===== src/rtl/pattern_generator.sv =====
// pattern_generator: timed pattern source for one game.
// Each game_clk pulse carries either a fresh nonzero LFSR-derived pattern
// or an all-zero gap pattern. The tempo speeds up after every nonzero
// pattern, and the game ends after NUM_ROUNDS nonzero patterns.
module pattern_generator #(
    parameter int unsigned TICK_CYCLES     = 25000000,
    parameter int unsigned MIN_TICK_CYCLES = 5000000,
    parameter int unsigned STEP_CYCLES     = 1000000,
    parameter int unsigned GAP_TICKS       = 3,
    parameter int unsigned NUM_ROUNDS      = 20,
    parameter logic [15:0] SEED            = 16'hACE1
) (
    input  logic       CLOCK50M,
    input  logic       reset,
    input  logic       start,
    input  logic       enable,
    output logic       game_clk,
    output logic [7:0] pattern,
    output logic [7:0] round,
    output logic       busy,
    output logic       game_over
);

    // An all-zero LFSR would lock up, so a zero seed falls back to ACE1.
    localparam logic [15:0] SEED_EFF = (SEED == 16'h0000) ? 16'hACE1 : SEED;
    localparam logic [31:0] TICK_P   = TICK_CYCLES;
    localparam logic [31:0] MIN_P    = MIN_TICK_CYCLES;
    localparam logic [31:0] STEP_P   = STEP_CYCLES;
    localparam logic [31:0] GAP_P    = GAP_TICKS;
    localparam logic [7:0]  ROUNDS_P = 8'(NUM_ROUNDS);

    typedef enum logic [1:0] {
        IDLE,
        RUN,
        DONE
    } state_t;

    state_t      state_q, state_d;
    logic [31:0] cnt_q, cnt_d;
    logic [31:0] period_q, period_d;
    logic [31:0] gap_q, gap_d;
    logic [7:0]  round_q, round_d;
    logic [7:0]  pattern_q, pattern_d;
    logic        gclk_q, gclk_d;
    logic [15:0] lfsr_q, lfsr_d;
    logic [7:0]  cand;
    logic [31:0] period_next;

    // LFSR step (x^16+x^14+x^13+x^11+1), candidate pattern and next period.
    always_comb begin
        lfsr_d = {lfsr_q[0] ^ lfsr_q[2] ^ lfsr_q[3] ^ lfsr_q[5], lfsr_q[15:1]};
        cand   = (lfsr_q[7:0] == 8'h00) ? 8'h01 : lfsr_q[7:0];
        // Saturating subtract: never underflows when the step exceeds the period.
        period_next = MIN_P;
        if ((period_q > STEP_P) && ((period_q - STEP_P) > MIN_P)) begin
            period_next = period_q - STEP_P;
        end
    end

    // LFSR free-runs every cycle outside reset, so patterns depend on start timing.
    always_ff @(posedge CLOCK50M) begin
        if (reset) begin
            lfsr_q <= SEED_EFF;
        end else begin
            lfsr_q <= lfsr_d;
        end
    end

    // Game FSM next-state, tick timing, pattern and round update.
    always_comb begin
        state_d   = state_q;
        cnt_d     = cnt_q;
        period_d  = period_q;
        gap_d     = gap_q;
        round_d   = round_q;
        pattern_d = pattern_q;
        gclk_d    = 1'b0;
        case (state_q)
            IDLE, DONE: begin
                if (start) begin
                    state_d   = RUN;
                    round_d   = '0;
                    period_d  = TICK_P;
                    cnt_d     = '0;
                    gap_d     = '0;
                    pattern_d = '0;
                end
            end
            RUN: begin
                if (enable) begin
                    if (cnt_q == period_q - 32'd1) begin
                        cnt_d  = '0;
                        gclk_d = 1'b1;
                        if ((gap_q == '0) && (round_q < ROUNDS_P)) begin
                            pattern_d = cand;
                            round_d   = round_q + 8'd1;
                            gap_d     = GAP_P;
                            period_d  = period_next;
                        end else if (gap_q != '0) begin
                            pattern_d = '0;
                            gap_d     = gap_q - 32'd1;
                        end
                        if ((round_d == ROUNDS_P) && (gap_d == '0)) begin
                            state_d = DONE;
                        end
                    end else begin
                        cnt_d = cnt_q + 32'd1;
                    end
                end
            end
            default: state_d = IDLE;
        endcase
    end

    // State and datapath registers with synchronous reset.
    always_ff @(posedge CLOCK50M) begin
        if (reset) begin
            state_q   <= IDLE;
            cnt_q     <= '0;
            period_q  <= TICK_P;
            gap_q     <= '0;
            round_q   <= '0;
            pattern_q <= '0;
            gclk_q    <= 1'b0;
        end else begin
            state_q   <= state_d;
            cnt_q     <= cnt_d;
            period_q  <= period_d;
            gap_q     <= gap_d;
            round_q   <= round_d;
            pattern_q <= pattern_d;
            gclk_q    <= gclk_d;
        end
    end

    assign game_clk  = gclk_q;
    assign pattern   = pattern_q;
    assign round     = round_q;
    assign busy      = (state_q == RUN);
    assign game_over = (state_q == DONE);

endmodule


===== config.mk =====
export PLATFORM = sky130hd
export DESIGN_NAME = pattern_generator
export DESIGN_NICKNAME = d
export VERILOG_FILES = /design/src/rtl/pattern_generator.sv
export SDC_FILE = /design/constraint.sdc
export NUM_CORES = 1
export LEC_CHECK = 0
export BUFFER_PORTS_ARGS = -buffer_cell sky130_fd_sc_hd__buf_2
export CORE_MARGIN = 5
export CORE_UTILIZATION = 28
export CTS_CLUSTER_DIAMETER = 50
export DETAILED_ROUTE_END_ITERATION = 10
export PLACE_DENSITY_LB_ADDON = 0.1
export SLEW_MARGIN = 20
export SYNTH_ARGS = -nofsm -noshare
export SYNTH_HDL_FRONTEND = slang
export SYNTH_SLANG_ARGS = --single-unit
export TNS_END_PERCENT = 1

===== constraint.sdc =====
create_clock -name CLOCK50M -period 4.9 [get_ports CLOCK50M]
set_input_delay 0.98 -clock CLOCK50M [delete_from_list [all_inputs] [get_ports CLOCK50M]]
set_output_delay 0.98 -clock CLOCK50M [all_outputs]
set_load 0.1 [all_outputs]

==> results of run 1 <==
[sequential cells by signal, indices dropped and copies added, names as in the netlist]
| name | cells |
|---|---|
| game_clk | 1 |
| period_q | 26 |
| lfsr_q | 16 |
| round | 8 |
| gap_q | 32 |
| cnt_q | 32 |
| state_q | 2 |
| pattern | 8 |
[worst max-delay path, cell delays in order, from the launching register on]
cell and delay (ns):
dfxtp_1 0.40, inv_1 0.18, ha_1 0.20, nor3b_1 0.55, nand2_1 0.09, or4_1 0.40, and3b_1 0.20, nor4_1 0.39
and4_1 0.35, buf_4 0.20, nor2b_1 0.37, buf_4 0.24, a31oi_1 0.09, a311oi_1 0.26
[power by group]
part	internal, mW	switching [mW]	leakage [nW]
registers	1.03	0.0109	1.01
clock network	0.728	0.584	0.284
logic	0.115	0.242	2.00
total	1.87	0.837	3.29
[cell type report]
type / instances / share of cell area, %
flip-flops and latches: 125 / 27.4
well taps: 378 / 5.18
clock buffers: 17 / 4.66
inverters: 18 / 0.740
repair buffers: 62 / 4.49
multi-input cells: 804 / 55.7
clock inverters: 15 / 1.82
[worst max-delay path by stage]
stage,from,endpoint,cells past startpoint
after floorplan,gap_q[9],state_q[0],11
after global placement,period_q[6],gap_q[28],10
after detailed placement,period_q[6],gap_q[12],13
after CTS,period_q[6],gap_q[12],13
after global routing,period_q[6],gap_q[12],13
final,period_q[6],gap_q[12],13
[cells in the mapped netlist (4+ instances only)]
cell and instances:
dfxtp_1 125, nor2_1 95, nand2_1 65, a21oi_1 63, clkbuf_1 63, o21ai_0 49
xor2_1 44, nand3_1 43, xnor2_1 41, nor3_1 39, nor4_1 31, nand4_1 26
or3_1 23, or4_1 22, a211oi_1 17, inv_1 17, nor2b_1 16, or2_2 14
a31oi_1 13, and3_1 12, and4_1 12, nand2b_1 11, a21o_1 9, a22o_1 9
and2_1 9, ha_1 9, o211ai_1 9, o31ai_1 9, a211o_1 8, nor3b_1 8
nor4b_1 6, a22oi_1 5, buf_2 5, mux2i_1 5, o31a_1 5, a2bb2oi_1 4
nor4_2 4, o2111a_1 4, o2111ai_1 4, o22ai_1 4
[cell families after synthesis]
family | count (synthesis) | share of synthesized area [%]
xor+xnor | 85 | 9.37
simple gates | 456 | 31.6
flops | 125 | 31.5
buf+inv | 90 | 4.52
mux | 5 | 0.630
compound gates | 249 | 20.9
fa+ha+maj | 9 | 1.42
[layer usage]
| metal | global-route usage (%) | vias up |
|---|---|---|
| met3 | 2.67 | 32 |
| met5 | 0 | - |
| li1 | - | 3815 |
| met2 | 29.9 | 224 |
| met1 | 22.7 | 3744 |
| met4 | 4.51 | 0 |
==> results by group, run 1 <==
Run status
  – Outcome: complete, no violations

Synthesis
  – Syn_nets: 1032
  – Top cell type by total area after synthesis: dfxtp_1
  – Number of enable flip-flop cells after synthesis: 0
  – Predominant post-synthesis flop cell: dfxtp_1
  – Synth top area cells: dfxtp_1, xor2_1, xnor2_1
  – Asr flop ratio synth: 0%
  – Yosys cell types: 76
  – Avg Inst Size Synth: 7.80 um2
  – Post-synthesis cell count: 1019
  – Top-area cell type share of the netlist area: 31.5%
  – Mapped Area: 7950 um2
  – Seq/Total Area, Yosys: 31.5%
  – YS warnings: 0
  – Register bit total from synthesis: 125

Floorplanning
  – Die Wd: 178 um
  – DIE AREA: 31800 um2
  – Core Area: 27900 um2
  – Rows: 61
  – Number of I/O pins: 23
  – Initial Utilization: 28.4%
  – Die Y: 178 um

Final layout
  – Layout cells sized above 1: 12.2%
  – FF/Latch Area: 2500 um2
  – Syn-to-layout area delta: 15.0%
  – ANT cells: 0
  – Fillers: 3022
  – Commonest non-fill, non-tap cell in the layout: dfxtp_1
  – Multi-input combinational cell area: 5090 um2
  – Most frequent cells in the layout: dfxtp_1, nor2_1, nand2_1
  – Design area: 9140 um2
  – Finished Core Util: 32.7%
  – Layout net count: 1041
  – Layout Cells excl Fill: 1419

Power and ir drop
  – Pwr Density: 297 nW/um2
  – P_leak: 3.29 nW
  – VDD IR max: 0.000215 V
  – Final Power: 2.71 mW

Setup path
  – Crit path required time: 5.23 ns
  – R2R Path Start: period_q[6]
  – CP endpoint kind: register
  – R2R cell count: 13
  – WS Path Type: reg -> reg
  – RR Endpoint: gap_q[12]
  – Critical Path Fanout Max: 9
  – Startpoint types: register
  – Arrival @ worst endpoint: 4.36 ns
  – Setup slack, reg-to-reg: 0.87 ns

Clocking
  – CTS H-tree lvls: 4
  – Setup bufs post-CTS: 0
  – Post-CTS Hold Fix Bufs: 0
  – CTS Buf Count: 17
  – Clk_lat worst skew: 0.43 ns
  – Resize count post-CTS: 0
  – Clk slew on worst S/H paths: 0.07 ns
  – CTS tree: built
  – Longest Clk Path Bufs: 2
  – CTS sink cnt: 125
  – CTS Root Cell: clkbuf_16

Routing
  – Drt drc: 0
  – Vias per inst: 5.51
  – WL final: 27.3 mm
  – Metal2 WL: 13.4 mm
  – Vias: 7815
  – Routed length per instance: 19.2 um
  – Antenna Nets Post-Route: 0
  – Highest metal used: met4
  – Initial DRC count: 604
  – Met3 wire length: 1.07 mm
  – WL met1: 12.4 mm
  – 1st-pass router iterations: 5

Timing
  – Tcrit/Tclk final: 82.2%
  – Final Slew Violations: 0
  – Clk_skew: 0.0187 ns
  – Fin. Hold Viols: 0
  – Fmax: 0.248 GHz
  – Period minus WS final: 4.03 ns
  – Max-slew headroom: 44.5%
  – Unrepaired setup endpoints after global routing: false
  – Worst slew pin tran: 0.832 ns
  – Setup-failing EPs final: 0
  – Hold slack final: 0.408 ns
  – Setup TNS: 0 ns
  – Final WS setup: 0.872 ns

Hold path
  – Min-Delay Path Depth: 1
  – Hold Path Origin: lfsr_q[12]
  – Worst hold-check path type: reg -> reg
  – Hold worst-path end: lfsr_q[11]

Placement
  – Post-place instance area: 8540 um2
  – GP Congestion: 0.877
  – Placed Cells: 1387
  – Input/output buffers: 22
  – Dpl hpwl: 19.9 mm
  – Place WS: 0.931 ns

GRT
  – Number of global-route vias before repair: 7475
  – All-Layer GR Usage: 17.4%
  – First-pass GRT wire length: 43.7 mm
  – Total gr overflow: 0
  – Initial antenna violation count: 0
  – Largest net degree at the start of global routing: 38

Job
  – Max cap viols: 0
Note: power is estimated with default switching activity, not from simulation.
==> run 2: changes to the inputs <==
ABC_AREA = 1   (was not set)
clock period = 3.2 ns   (was 4.9 ns; I/O delays follow)
==> run 2 against run 1 <==
  * Combinational power grew to 3.6 times the previous value
  * Clock-buffer cell count grew 2
  * Sequential cell count is the same
  * Maximum frequency grew 39%
  * Total power grew 85%
  * Critical path depth grew 1
==> results by group, run 2 <==
Timing
  – Setup TNS: 0 ns
  – Setup-failing EPs final: 0
  – Clk_skew: 0.0106 ns
  – Worst slew pin tran: 0.665 ns
  – Unrepaired setup endpoints after global routing: false
  – Fin. Hold Viols: 0
  – Max-slew headroom: 55.6%
  – Hold slack final: 0.408 ns
  – Tcrit/Tclk final: 90.6%
  – Period minus WS final: 2.90 ns
  – Final Slew Violations: 0
  – Fmax: 0.345 GHz

Clocking
  – Post-CTS Hold Fix Bufs: 0
  – Longest Clk Path Bufs: 2
  – CTS H-tree lvls: 4
  – CTS Root Cell: clkbuf_16
  – Clk slew on worst S/H paths: 0.07 ns
  – CTS Buf Count: 17
  – Clk_lat worst skew: 0.42 ns
  – CTS tree: built
  – CTS sink cnt: 125

Synthesis
  – Post-synthesis cell count: 1382
  – Top cell type by total area after synthesis: dfxtp_1
  – Yosys cell types: 47
  – Predominant post-synthesis flop cell: dfxtp_1
  – Mapped Area: 8880 um2
  – Top-area cell type share of the netlist area: 28.2%
  – Asr flop ratio synth: 0%
  – Number of enable flip-flop cells after synthesis: 0
  – Synth top area cells: dfxtp_1, nand2_1, nor2_1
  – Syn_nets: 1395
  – Avg Inst Size Synth: 6.42 um2
  – Register bit total from synthesis: 125
  – Count leader, synth: nand2_1
  – Seq/Total Area, Yosys: 28.2%
  – YS warnings: 0
  – Synth top cells by count: nand2_1, nor2_1, nand3_1

GRT
  – First-pass GRT wire length: 45.5 mm
  – Initial antenna violation count: 0
  – All-Layer GR Usage: 16.0%
  – Met1 Use GR: 23.8%
  – Global routing's busiest layer: met2
  – Largest net degree at the start of global routing: 31
  – Met3 usage: 2.68%
  – Total gr overflow: 0
  – Number of global-route vias before repair: 8248
  – GR met2 Demand/Resource: 24.5%

Setup path
  – Crit path max-delay family: simple AND/OR/NAND/NOR gates
  – Max incr delay on CP: 0.31 ns
  – Critical Path Fanout Max: 20
  – CP endpoint kind: register
  – WS Path Type: reg -> reg
  – Critical path's slowest cell: dfxtp_1
  – Crit path required time: 3.50 ns
  – Worst-path cell chain: inv_1 > ha_2 > nand2_2 > nor2_2 > xnor3_1 > nor2_1 > nand3_1 > nor2_1 > nand3_2 > nand2_4 > nand2_4 > nand2_8 > buf_12 > a21oi_1
  – Crit path buf inv count: 2
  – Startpoint types: register
  – Arrival @ worst endpoint: 3.20 ns

Job
  – Max cap viols: 0

Power and ir drop
  – P_leak: 4.58 nW
  – Pwr Density: 500 nW/um2
  – VDD IR max: 0.000226 V

Final layout
  – ANT cells: 0
  – Largest regs: cnt_q: 32 flops, gap_q: 32 flops, period_q: 26 flops
  – Layout net count: 1416
  – Layout cells sized above 1: 12.9%
  – Commonest non-fill, non-tap cell in the layout: nand2_1
  – Syn-to-layout area delta: 12.9%
  – Finished Core Util: 31.9%
  – Most frequent cells in the layout: nand2_1, nor2_1, nand3_1

Placement
  – Dpl hpwl: 21.6 mm
  – GP Congestion: 0.847
  – Input/output buffers: 22

Routing
  – Drt drc: 0
  – Vias: 8478
  – Initial DRC count: 426
  – Routed length per instance: 15.4 um
  – 1st-pass router iterations: 5
  – Antenna Nets Post-Route: 0
  – WL final: 28.1 mm
  – Vias per inst: 4.66

Floorplanning
  – Die Wd: 188 um
  – DIE AREA: 35400 um2
  – Number of I/O pins: 23
  – Rows: 65
  – Die Y: 188 um
  – Initial Utilization: 28.3%
  – Core Area: 31400 um2

Run status
  – Outcome: complete, no violations

Hold path
  – Worst hold-check path type: reg -> reg
-- run 2: cell count changes in the layout (fill, tap and decap cells not counted), moves of 25 or more --
| cell | delta |
|---|---|
| nand2_1 | +299 |
| inv_1 | +132 |
| nor2_1 | +122 |
| nand3_1 | +118 |
| a21oi_1 | -38 |
| nor4_1 | -28 |
| a22oi_2 | +27 |
| o21ai_0 | -25 |
-- run 2: final timing paths --
path                from   endpoint  slack, ns  depth (start not counted)
max          period_q[6]  gap_q[24]       0.30                         14
min           lfsr_q[10]  lfsr_q[9]       0.41                          2
min reg2reg   lfsr_q[10]  lfsr_q[9]       0.41                          2
max reg2reg  period_q[6]  gap_q[24]       0.30                         14
-- run 2: metal layers --
layer  share of wire, %  routed length (um)  vias to the layer above
met4               0.89                 251                        0
met1                 53               15000                     3904
met2                 43               12100                      105
met5                  0                   0                        -
met3                2.9                 810                       19
li1                   -                   -                     4450
-- run 2: worst register-to-register path, stage by stage, from the launching register on --
cell and delay (ns):
dfxtp_1 0.31, inv_1 0.20, ha_2 0.26, nand2_2 0.11, nor2_2 0.21, xnor3_1 0.24
nor2_1 0.11, nand3_1 0.07, nor2_1 0.24, nand3_2 0.19, nand2_4 0.16, nand2_4 0.16
nand2_8 0.21, buf_12 0.22, a21oi_1 0.10
-- run 2: cell type report --
type	instances	area, um2
clock inverters	13	130
flip-flops and latches	125	2500
inverters	159	601
clock buffers	19	453
fillers	3603	21400
repair buffers	51	365
multi-input cells	1049	5470
well taps	402	503
-- run 2: where the power goes --
group	internal, mW	switching [mW]	total, mW
clock	1.13	0.827	1.95
combinational	0.400	0.903	1.30
sequential	1.65	0.0978	1.75
total	3.18	1.83	5.01
-- run 2: through the flow --
stage | total power [mW] | area (um2) | setup WS (ns) | instances
after floorplan | 2.75 | 8880 | 0.833 | 1382
after global placement | 3.09 | 9380 | 0.0961 | 1784
after detailed placement | 3.08 | 9380 | 0.122 | 1784
after CTS | 5.08 | 9960 | 0.0864 | 1816
after global routing | 5.32 | 10000 | 0.0240 | 1818
final | 5.01 | 10000 | 0.302 | 1818
-- run 2: kinds of logic (layout without fill, tap and decap cells) --
group	count (synthesis)	count (layout)	synth area share, %
and+or+nand+nor	864	864	43.4
xor gates and xnor gates	80	80	8.53
DFF	125	125	28.2
buffers and inverters	208	242	10.6
adders and majority gates	9	9	1.27
AOI/OAI and AO/OA	96	96	8.00
-- run 2: timing repair --
item / in CTS / in global routing
setup buffers: 0 / 2
setup endpoints to repair: 0 / 41
gates resized for setup: 0 / 6
